[config.mk]
export PLATFORM = sky130hd
export DESIGN_NAME = spi_tx_scheduler
export DESIGN_NICKNAME = d
export VERILOG_FILES = /design/src/rtl/spi_tx_scheduler.sv
export SDC_FILE = /design/constraint.sdc
export NUM_CORES = 1
export LEC_CHECK = 0
export BUFFER_PORTS_ARGS = -buffer_cell sky130_fd_sc_hd__buf_2
export CORE_UTILIZATION = 24
export CTS_CLUSTER_DIAMETER = 150
export DETAILED_ROUTE_END_ITERATION = 10
export GPL_TIMING_DRIVEN = 0
export HOLD_SLACK_MARGIN = 0.12
export MAX_ROUTING_LAYER = met4
export PLACE_DENSITY_LB_ADDON = 0.3
export SYNTH_ARGS = -nofsm -noshare
export SYNTH_HDL_FRONTEND = slang
export SYNTH_SLANG_ARGS = --single-unit
[constraint.sdc]
create_clock -name clk -period 4.85 [get_ports clk]
set_clock_uncertainty 0.05 [all_clocks]
set_input_delay 0.7275 -clock clk [delete_from_list [all_inputs] [get_ports clk]]
set_output_delay 0.7275 -clock clk [all_outputs]
set_load 0.01 [all_outputs]
[src/rtl/spi_tx_scheduler.sv]
`default_nettype none
// ============================================================================
// Module   : spi_tx_scheduler
// Brief    : Word FIFO feeding an SPI master over newd/din, tracking each
//            transfer through the master's chip select.
// Revision : 1.0
// ============================================================================
module spi_tx_scheduler #(
    parameter int WIDTH      = 12,
    parameter int DEPTH      = 8,
    parameter int GAP_CYCLES = 4,
    parameter int TIMEOUT    = 128
) (
    input  logic                     clk,
    input  logic                     rst,
    input  logic                     in_valid,
    input  logic [WIDTH-1:0]         in_data,
    output logic                     in_ready,
    input  logic                     flush,
    input  logic                     err_clr,
    input  logic                     cs_in,
    output logic                     newd,
    output logic [WIDTH-1:0]         din,
    output logic                     busy,
    output logic [$clog2(DEPTH):0]   fifo_count,
    output logic [15:0]              tx_count,
    output logic                     timeout_err
);

    localparam int c_AW = $clog2(DEPTH);
    localparam int c_TW = $clog2(TIMEOUT);
    localparam int c_GW = (GAP_CYCLES > 1) ? $clog2(GAP_CYCLES) : 1;
    localparam logic [c_AW:0]   c_FULL     = (c_AW+1)'(DEPTH);
    localparam logic [c_TW-1:0] c_TMO_LAST = c_TW'(TIMEOUT - 1);
    localparam logic [c_GW-1:0] c_GAP_LAST = c_GW'(GAP_CYCLES - 1);

    typedef enum logic [1:0] {
        S_IDLE   = 2'd0,
        S_REQ    = 2'd1,
        S_ACTIVE = 2'd2,
        S_GAP    = 2'd3
    } state_t;

    state_t             r_state;
    logic               r_cs_q;
    logic [WIDTH-1:0]   r_mem [DEPTH];
    logic [c_AW-1:0]    r_wptr;
    logic [c_AW-1:0]    r_rptr;
    logic [c_AW:0]      r_count;
    logic [c_TW-1:0]    r_tmo;
    logic [c_GW-1:0]    r_gap;
    logic               r_launched;

    logic               w_push;
    logic               w_pop;
    logic               w_tmo_hit;

    assign in_ready   = (r_count != c_FULL) && !flush;
    assign w_push     = in_valid && in_ready;
    assign w_tmo_hit  = (r_tmo == c_TMO_LAST);
    // The launched word leaves the FIFO only once the master takes it or it
    // is abandoned; a flush in between already removed it, so no pop then.
    assign w_pop      = (r_state == S_REQ) && (!r_cs_q || w_tmo_hit)
                        && r_launched && !flush;
    assign fifo_count = r_count;
    assign busy       = (r_state != S_IDLE);

    always_ff @(posedge clk) begin
        if (w_push) begin
            r_mem[r_wptr] <= in_data;
        end
    end

    always_ff @(posedge clk or negedge rst) begin
        if (!rst) begin
            r_wptr  <= '0;
            r_rptr  <= '0;
            r_count <= '0;
        end else if (flush) begin
            r_rptr  <= r_wptr;
            r_count <= '0;
        end else begin
            if (w_push) r_wptr <= r_wptr + 1'b1;
            if (w_pop)  r_rptr <= r_rptr + 1'b1;
            case ({w_push, w_pop})
                2'b10:   r_count <= r_count + 1'b1;
                2'b01:   r_count <= r_count - 1'b1;
                default: r_count <= r_count;
            endcase
        end
    end

    always_ff @(posedge clk or negedge rst) begin
        if (!rst) begin
            r_state     <= S_IDLE;
            r_cs_q      <= 1'b1;
            r_tmo       <= '0;
            r_gap       <= '0;
            r_launched  <= 1'b0;
            newd        <= 1'b0;
            din         <= '0;
            tx_count    <= '0;
            timeout_err <= 1'b0;
        end else begin
            r_cs_q <= cs_in;
            if (flush)   r_launched  <= 1'b0;
            if (err_clr) timeout_err <= 1'b0;

            case (r_state)
                S_IDLE: begin
                    if ((r_count != '0) && !flush) begin
                        din        <= r_mem[r_rptr];
                        newd       <= 1'b1;
                        r_tmo      <= '0;
                        r_launched <= 1'b1;
                        r_state    <= S_REQ;
                    end
                end
                S_REQ: begin
                    if (!r_cs_q) begin
                        newd       <= 1'b0;
                        r_launched <= 1'b0;
                        r_state    <= S_ACTIVE;
                    end else if (w_tmo_hit) begin
                        newd        <= 1'b0;
                        r_launched  <= 1'b0;
                        timeout_err <= 1'b1;
                        r_gap       <= '0;
                        r_state     <= S_GAP;
                    end else begin
                        r_tmo <= r_tmo + 1'b1;
                    end
                end
                S_ACTIVE: begin
                    if (r_cs_q) begin
                        tx_count <= tx_count + 16'd1;
                        r_gap    <= '0;
                        r_state  <= S_GAP;
                    end
                end
                S_GAP: begin
                    if (r_gap == c_GAP_LAST) begin
                        r_state <= S_IDLE;
                    end else begin
                        r_gap <= r_gap + 1'b1;
                    end
                end
                default: r_state <= S_IDLE;
            endcase
        end
    end

endmodule
`default_nettype wire

==> results.ini <==
[finish]
fin_nets=553
drive_gt1_frac=0.266
utilization=0.298
n_antenna_cell=0
synthToLayoutAreaGrowth_pct=21.7

[pwr]
switching_share=0.316
vdd_ir_drop_max_mv=0.222
p_int_mw=2.72
p_comb_frac=0.268
powerDensity_nw_per_um2=512
power.switching_mw=1.26
p_leak_nw=2.93
seq_power_share=0.417
power_frac_clock=0.315
power.total_mw=3.98

[critical_path]
criticalPathCategory=reg -> reg
critPathSlowestCell=dfrtp_1
cp-end-kind=flop
cpMostUsedCell=ha_1
crit_family=simple AND/OR/NAND/NOR gates
path_cells=ha_1 > and4_4 > buf_6 > a41o_1 > and3_1 > ha_1 > a31oi_1 > or4_1 > a22o_1 > o311ai_0
r2r_start=r_tmo[0]
crit_arrival_ps=3190
setup.worst_path.start=r_tmo[0]
path_buf_inv=1
cp.required_ps=5100
crit_fanout=8
critPathMaxStageDelay_ps=440
cp-start-kind=flop

[sta]
fin_crit_sh=0.607
tightest_slew_ps=1320
hold_ws_ps=327
relSlewSlack=0.115
hold_viol=0
setup_ws_ps=1910
finalMaxSlewViolations=0
max_freq_mhz=340
rsz0062_at_grt=no
finalSetupViolations=0
period_minus_slack_ps=2940

[run]
drv_cap=0

[floorplan]
core_area_um2=26100
std_cell_rows=59
die-area_um2=27300
start_util=0.245
die_x_um=165
io_pins=54
die_h_um=165

[clocking]
max-clock-path-buffers=2
cts.reportedPaths.clkPinSlew_ps=60
worstSkewPairLatency_ps=410
cts.htree.levels=4
root_buffer=clkbuf_16
cts_resized=0
cts_tree=done
cts_buffers=17
cts.sinks=149
hold_buffers=0
cts_post_setup_buffers_inserted=0

[place]
dp_hpwl_mm=10.1
gp_congestion=0.795
io_buffers=53
place_ws_ps=1710

[yosys]
synthArstFlopShare=0.356
synth_fp_nets=471
synth_cell_types=56
synth_area_um2=6390
synth_edf_count=96
syn_avg_cell_area_um2=14.4
synth_ff_type=edfxtp_1
yosys_warnings=0
ys_seq_area_frac=0.659
synth-seq-cells=149
synthCells=442

[route]
drt_pass1_iterations=7
vias=3943
vias_per_cell=4.52
drtIter0Drc=229
routedWlPerCell_um=16.6
wirelength_mm=14.5
remaining_drc_errors=0
ant_nets=0

[global_route]
grt_use_total=0.118
grt_pass1_wl_mm=23.0
antenna_found_initial=0
grt-ovfl-total=0
first_global_vias=4066
grt_max_degree=54

[min_path]
hold_path.class=in -> async

[run_status]
status=completed

metrics by stage:
stage	cell area [um^2]	setup TNS (ps)	cells
2_1_floorplan	6390	0	442
3_3_place_gp	7070	-198	830
3_5_place_dp	7200	0	840
4_1_cts	7770	0	872
5_1_grt	7770	0	872
6_report	7770	0	872
worst register-to-register path, stage by stage (launching register included):
cell	delay [ps]
dfrtp_1	440
ha_1	290
and4_4	210
buf_6	120
a41o_1	340
and3_1	230
ha_1	370
a31oi_1	110
or4_1	400
a22o_1	200
o311ai_0	70
synth_stat cells (2+ instances only):
cell / count / share of area
inv_1: 12 / 0.0071
o32a_1: 2 / 0.0031
nor2_1: 24 / 0.014
nand4_1: 8 / 0.0078
nor2b_1: 6 / 0.0059
nor4_1: 4 / 0.0039
mux4_2: 24 / 0.085
nand2b_1: 3 / 0.0029
edfxtp_1: 96 / 0.45
nand3_1: 15 / 0.012
xor2_1: 7 / 0.0096
ha_1: 11 / 0.022
o32ai_1: 3 / 0.0041
nor3b_1: 3 / 0.0035
mux2i_1: 5 / 0.0078
mux2_2: 3 / 0.0053
dfrtp_1: 52 / 0.20
and3_1: 2 / 0.0020
a211oi_1: 2 / 0.0024
clkbuf_1: 14 / 0.0082
a21oi_1: 5 / 0.0039
o311ai_0: 2 / 0.0027
o21ai_0: 11 / 0.0086
nand2_1: 53 / 0.031
a31oi_1: 17 / 0.017
nor4b_1: 2 / 0.0027
xnor2_1: 13 / 0.018
or4_1: 3 / 0.0035
nor3_1: 7 / 0.0055
buf_2: 7 / 0.0055
cells by family after synthesis:
family,after synthesis,synth area share
and+or+nand+nor,137,0.107
xor gates and xnor gates,20,0.0274
muxes,32,0.0978
AOI/OAI and AO/OA,58,0.0643
buffers and inverters,35,0.0231
adders and majority gates,11,0.0216
DFF,149,0.659
layer usage:
metal	track usage	share of wire	routed length (um)
met5	-	0	0
met4	0.0334	0.0093	134
met3	0.0272	0.039	567
met2	0.200	0.52	7540
met1	0.140	0.43	6240
power groups by stage:
stage	combinational (mW)	clock [mW]	sequential, mW
2_1_floorplan	0.689	0	1.69
3_3_place_gp	1.03	0	1.68
3_5_place_dp	1.09	0	1.68
4_1_cts	1.09	1.29	1.66
5_1_grt	1.19	1.34	1.68
6_report	1.07	1.25	1.66
area by class of cell:
class / count / area [um^2]
Buffer: 23 / 103
Inverter: 12 / 45.0
Tap cell: 335 / 419
Timing Repair Buffer: 63 / 358
Multi-Input combinational cell: 258 / 2070
Clock inverter: 13 / 125
Clock buffer: 19 / 443
Sequential cell: 149 / 4210
Fill cell: 2602 / 18300
state kept, by name, indices dropped and copies added, names as in the netlist, 3 cells and up:
register    cells
r_mem          96
tx_count       16
din            12
r_tmo           7
fifo_count      4
r_rptr          3
r_wptr          3
path summary, 6_finish.rpt:
check,endpoint,slack (ps),cells after the start
max,fifo_count[3],1910,10
min in group clk,r_cs_q,380,1
min,r_tmo[0],330,1
min reg2reg,tx_count[15],420,1
max reg2reg,fifo_count[3],1910,10
max in group asynchronous,tx_count[5],3900,1
placed cells by master, fill, tap and decap left out, types with 12 or more instances in the layout:
cell type   n
nand3_1    15
inv_1      12
dfrtp_1    52
clkbuf_1   15
nor2_1     24
edfxtp_1   96
a31oi_1    17
xnor2_1    13
buf_2      59
clkbuf_16  17
nand2_1    53
mux4_2     24
Note: power is estimated with default switching activity, not from simulation.
